## config.mk

```make
export PLATFORM = sky130hd
export DESIGN_NAME = controle_pilha_rpn
export DESIGN_NICKNAME = d
export VERILOG_FILES = /design/src/rtl/controle_pilha_rpn.sv
export SDC_FILE = /design/constraint.sdc
export NUM_CORES = 1
export LEC_CHECK = 0
export ABC_AREA = 0
export BUFFER_PORTS_ARGS = -buffer_cell sky130_fd_sc_hd__buf_2
export CORE_MARGIN = 4
export CORE_UTILIZATION = 51
export DETAILED_ROUTE_END_ITERATION = 12
export GPL_TIMING_DRIVEN = 0
export PLACE_DENSITY = 0.78
export SYNTH_ARGS = -nofsm -noshare
export SYNTH_HDL_FRONTEND = slang
export SYNTH_SLANG_ARGS = --single-unit
```

## constraint.sdc

```tcl
create_clock -name clk_i -period 2.8 [get_ports clk_i]
set_input_delay 0.56 -clock clk_i [delete_from_list [all_inputs] [get_ports clk_i]]
set_output_delay 0.56 -clock clk_i [all_outputs]
set_load 0.02 [all_outputs]
```

## src/rtl/controle_pilha_rpn.sv

```systemverilog
// rtl/controle_pilha_rpn.sv - RPN operand stack controller sequencing an external ALU
// Pushes operands on ENTER, hands the top two to the ALU on EXEC and writes the result back.
module controle_pilha_rpn #(
    parameter int LARGURA      = 8,
    parameter int PROFUNDIDADE = 4,
    parameter int TIMEOUT      = 15
) (
    input  logic               clk_i,
    input  logic               rst_n_i,
    input  logic               enter_i,
    input  logic               exec_i,
    input  logic [LARGURA-1:0] data_in_i,
    input  logic [2:0]         opcode_in_i,
    input  logic [LARGURA-1:0] alu_result_i,
    input  logic               alu_ovf_i,
    input  logic               alu_ready_i,
    output logic [LARGURA-1:0] alu_a_o,
    output logic [LARGURA-1:0] alu_b_o,
    output logic [2:0]         alu_op_o,
    output logic               alu_go_o,
    output logic [LARGURA-1:0] top_o,
    output logic [2:0]         depth_o,
    output logic [1:0]         passo_o,
    output logic               busy_o,
    output logic               erro_o
);

    localparam int            AW        = (PROFUNDIDADE > 1) ? $clog2(PROFUNDIDADE) : 1;
    localparam int            CW        = $clog2(TIMEOUT + 1);
    localparam logic [2:0]    DEPTH_MAX = 3'(PROFUNDIDADE);
    localparam logic [CW-1:0] CNT_LAST  = CW'(TIMEOUT - 1);

    typedef enum logic [1:0] {
        S_IDLE      = 2'b00,
        S_ISSUE     = 2'b01,
        S_WAIT      = 2'b10,
        S_WRITEBACK = 2'b11
    } passo_t;

    passo_t             passo_q;
    logic [LARGURA-1:0] stack_q [PROFUNDIDADE];
    logic [2:0]         depth_q;
    logic               erro_q;
    logic               alu_go_q;
    logic               enter_prev_q;
    logic               exec_prev_q;
    logic [LARGURA-1:0] alu_a_q;
    logic [LARGURA-1:0] alu_b_q;
    logic [2:0]         alu_op_q;
    logic [LARGURA-1:0] res_q;
    logic               ovf_q;
    logic [CW-1:0]      cnt_q;

    logic               enter_rise_d;
    logic               exec_rise_d;
    logic [AW-1:0]      idx_top_d;
    logic [AW-1:0]      idx_sec_d;
    logic [AW-1:0]      idx_push_d;

    always_comb begin
        enter_rise_d = enter_i & ~enter_prev_q;
        exec_rise_d  = exec_i & ~exec_prev_q;
        idx_top_d    = AW'(depth_q - 3'd1);
        idx_sec_d    = AW'(depth_q - 3'd2);
        idx_push_d   = AW'(depth_q);
    end

    // Edge registers track the inputs in every state, so edges seen while busy are simply lost.
    always_ff @(posedge clk_i or negedge rst_n_i) begin
        if (!rst_n_i) begin
            passo_q      <= S_IDLE;
            depth_q      <= '0;
            erro_q       <= 1'b0;
            alu_go_q     <= 1'b0;
            enter_prev_q <= 1'b0;
            exec_prev_q  <= 1'b0;
            alu_a_q      <= '0;
            alu_b_q      <= '0;
            alu_op_q     <= '0;
            res_q        <= '0;
            ovf_q        <= 1'b0;
            cnt_q        <= '0;
            for (int i = 0; i < PROFUNDIDADE; i++) begin
                stack_q[i] <= '0;
            end
        end else begin
            enter_prev_q <= enter_i;
            exec_prev_q  <= exec_i;
            alu_go_q     <= 1'b0;

            case (passo_q)
                S_IDLE: begin
                    if (enter_rise_d) begin
                        if (depth_q < DEPTH_MAX) begin
                            stack_q[idx_push_d] <= data_in_i;
                            depth_q             <= depth_q + 3'd1;
                            erro_q              <= 1'b0;
                        end else begin
                            erro_q <= 1'b1;
                        end
                    end else if (exec_rise_d) begin
                        if (depth_q < 3'd2) begin
                            erro_q <= 1'b1;
                        end else begin
                            alu_a_q  <= stack_q[idx_sec_d];
                            alu_b_q  <= stack_q[idx_top_d];
                            alu_op_q <= opcode_in_i;
                            alu_go_q <= 1'b1;
                            passo_q  <= S_ISSUE;
                        end
                    end
                end

                S_ISSUE: begin
                    cnt_q   <= '0;
                    passo_q <= S_WAIT;
                end

                S_WAIT: begin
                    if (alu_ready_i) begin
                        res_q   <= alu_result_i;
                        ovf_q   <= alu_ovf_i;
                        passo_q <= S_WRITEBACK;
                    end else if (cnt_q == CNT_LAST) begin
                        erro_q  <= 1'b1;
                        passo_q <= S_IDLE;
                    end else begin
                        cnt_q <= cnt_q + 1'b1;
                    end
                end

                S_WRITEBACK: begin
                    // Result replaces the second operand; the old top slot becomes dead above depth.
                    stack_q[idx_sec_d] <= res_q;
                    depth_q            <= depth_q - 3'd1;
                    if (ovf_q) begin
                        erro_q <= 1'b1;
                    end
                    passo_q <= S_IDLE;
                end

                default: passo_q <= S_IDLE;
            endcase
        end
    end

    assign alu_a_o  = alu_a_q;
    assign alu_b_o  = alu_b_q;
    assign alu_op_o = alu_op_q;
    assign alu_go_o = alu_go_q;
    assign depth_o  = depth_q;
    assign passo_o  = passo_q;
    assign busy_o   = (passo_q != S_IDLE);
    assign erro_o   = erro_q;
    assign top_o    = (depth_q == 3'd0) ? '0 : stack_q[idx_top_d];

endmodule

```

==> summary.md <==
| Metric | Value |
|---|---|
| Initial Util | 53.1% |
| Clk network pwr share | between 15 and 20% |
| DRC | 0 |
| Synth top area share | between 40% and 50% |
| H-tree depth | 3 |
| Net Sw Frac | between 30% and 40% |
| CP Launch Type | flop |
| Num CTS Buffers | 9 |
| Tot Pwr | roughly 5.8 mW |
| Count of flip-flops with a built-in enable after synthesis | 0 |
| Pwr dens | about 1300 nW/um2 |
| Most used flip-flop cell after synthesis | dfrtp_1 |
| Sequential area share after synthesis | around half |
| Critical Path RT | between 2 and 2.5 ns |
| Setup_tns | 0 ns |
| # hold bufs at CTS | 0 |
| Hold WC Path Type | primary input to asynchronous set/reset pin |
| First-iteration detailed-routing DRC count | 210 |
| First-pass GRT wire length | between 10000 and 15000 um |
| Clock root buffer | clkbuf_8 |
| Total track usage | between 20% and 30% |
| # setup viols final | 0 |
| Final period demand of the worst path | 2.76 ns |
| Clock buffer depth | 2 |
| Crit Path Class | flop to primary output |
| DP Worst Slack | -0.466 ns |
| Combinational Power Share | around half |
| CTS clk-pin slew, worst paths | ~0.08 ns |
| Number of global-route vias before repair | roughly 2900 |
| Post-Route WL | 9080 um |
| Cells after Synth | around 280 |
| Top cells by area, synth | dfrtp_1 50%, mux4_2 9.8%, a221o_1 8.7% |
| Clock Sink Count | 73 |
| Wire per inst | between 15 and 20 um |
| Via density | 6.08 |
| Yosys cell types | between 40 and 50 |
| R2R cell count | 7 |
| Number of synthesized register bits | 73 |
| Remaining global-route overflow | 0 |
| Detailed Place HPWL | approximately 6100 um |
| Worst Skew | roughly 0.014 ns |
| Endpoints failing hold | 0 |
| # rows | 30 |
| Worst-Margin Slew | about 1 ns |
| R2r startpoint | depth_o[0] |
| Slew HR | 33.9% |
| RSZ-0062 raised after global routing | true |
| Post-synthesis cell area | between 3000 and 4000 um2 |
| First drt pass iteration count | 4 |
| Syn avg cell area | approximately 13 um2 |
| Final Core Density | about two thirds |
| Peak VDD IR | a little under 0.6 mV |
| Largest net degree at the start of global routing | 74 |
| Ys Warns | 0 |
| Met3 wire length | between 700 and 800 um |
| Capture point of the worst reg-to-reg path | stack_q[9] |
| Top sig layer | met4 |
| Met1 wire length | about 3700 um |
| Core footprint | 6910 um2 |
| Sequential power share | between 30% and 40% |
| IO buf count | 59 |
| CTS tree | done |
| Final GP Congestion | between 0.8 and 0.9 |
| PnR worst setup slack | between 0.03 and 0.04 ns |
| Die width | around 93 um |
| Commonest non-fill, non-tap cell in the layout | dfrtp_1 |
| Crit end category | primary output |
| Die footprint | 8610 um2 |
| Pint | around 3.6 mW |
| Hold WS | 0.203 ns |
| Crit path arrival time | roughly 2.2 ns |
| Fraction of registers with async set or reset after synthesis | 100% |
| Post-synth top area cell | dfrtp_1 |
| Pleak | 2.09 nW |
| Final antenna-violating net count | 0 |
| Final period util | between 90% and 100% |
| Layout cells sized above 1 | between 30 and 40% |
| Ant. Diodes | 0 |
| Ports | 60 |
| Max Cap Violations | 0 |
| Critical path peak fanout | 8 |
| Fmax achieved | roughly 360 MHz |
| WL met2 | around 4400 um |
| Die height | just over 90 um |
| Final slew viol count | 0 |
| Reg2Reg Setup Slack | 0.40 ns |
| Final nets | about 400 |
| Net Count, Synth | 310 |
| Vias post-DR | around 2800 |
| Most frequent cells in the layout | 71 x dfrtp_1, 59 x buf_2, 32 x a221o_1 |
| Outcome | finished clean |
| Synthesis-to-finish area growth | 22.7% |
| Psw | ~2.2 mW |
| Worst skew pair latency | 0.36 ns |
| Initial antenna violation count | 0 |
==> metrics by stage <==
step / cells / instance area [um2]
CTS: 459 / 4550
global placement: 433 / 4090
floorplan: 278 / 3670
detailed placement: 434 / 4120
global route: 458 / 4500
finish: 458 / 4500
==> worst max path at each step <==
stage | startpoint | to | depth (start not counted)
6_report | depth_o[0] | top_o[1] | 6
5_1_grt | depth_o[0] | top_o[1] | 6
4_1_cts | depth_o[0] | top_o[1] | 8
3_5_place_dp | depth_o[1] | top_o[1] | 7
3_3_place_gp | depth_o[1] | top_o[1] | 7
2_1_floorplan | depth_o[1] | top_o[0] | 6
==> metal layers <==
metal	vias to the layer above	GRT usage, %
li1	1230	-
met1	1406	30.4
met2	130	35.3
met3	18	4.39
met4	0	10.6
met5	-	0
==> final cells by class <==
class | count | area, um2
flip-flops and latches | 73 | 1830
clock inverters | 7 | 104
inverters | 6 | 30.0
well taps | 96 | 120
fillers | 576 | 2400
clock buffers | 9 | 124
plain buffers | 18 | 93.8
multi-input cells | 178 | 1750
repair buffers | 71 | 452
==> synth_stat cells (2+ instances only) <==
library cell  instances
mux2_2               16
buf_1                 4
or3b_1                2
dfrtp_1              73
inv_1                 5
nand3_1               2
a31oi_2               2
xnor2_1               2
nor4_1                2
clkbuf_1              6
buf_2                11
and3_1               16
and2_1               33
nor2b_1               2
o21ai_1               4
ha_1                  7
a221o_1              32
o211ai_1              3
nor2_1                2
a21oi_1               3
nand2b_1              5
mux4_2               16
mux2_1               12
==> power by group through the flow <==
stage / combinational (mW) / clock (mW) / sequential (mW)
3_5_place_dp: 2.53 / 0 / 1.93
3_3_place_gp: 2.46 / 0 / 1.89
2_1_floorplan: 1.65 / 0 / 2.01
6_report: 2.94 / 0.943 / 1.92
5_1_grt: 3.15 / 0.996 / 1.99
4_1_cts: 3.04 / 0.949 / 1.90
==> sequential cells by signal (all words and copies together), names as in the netlist <==
name and cells:
cnt_q 4, erro_o 1, enter_prev_q 1, alu_op_o 3, res_q 8, ovf_q 1
alu_b_o 8, depth_o 3, alu_go_o 1, stack_q 32, alu_a_o 8, exec_prev_q 1
passo_o 2
==> logic make-up (layout without fill, tap and decap cells) <==
family	after synthesis	after routing	synth area share, %
flip-flops	73	73	49.8
AND/OR/NAND/NOR	71	71	12.4
AO/OA/AOI/OAI	53	53	13.1
multiplexers	44	44	18.4
buffers and inverters	27	111	3.14
adder cells (fa/ha/maj)	7	7	2.39
XOR/XNOR	3	3	0.716
==> timing repair <==
item,in CTS,in global routing
endpoints found under the setup margin,17,7
hold endpoints to repair,0,0
resized for setup,36,0
buffers inserted,9,2
pin swaps,1,1
==> worst max-delay path, stage by stage, from the launching register on <==
cell and delay (ns):
dfrtp_2 0.44, clkinvlp_4 0.14, ha_4 0.30, buf_12 0.14
mux4_2 0.53, and2_4 0.18, buf_6 0.12
Note: power is estimated with default switching activity, not from simulation.
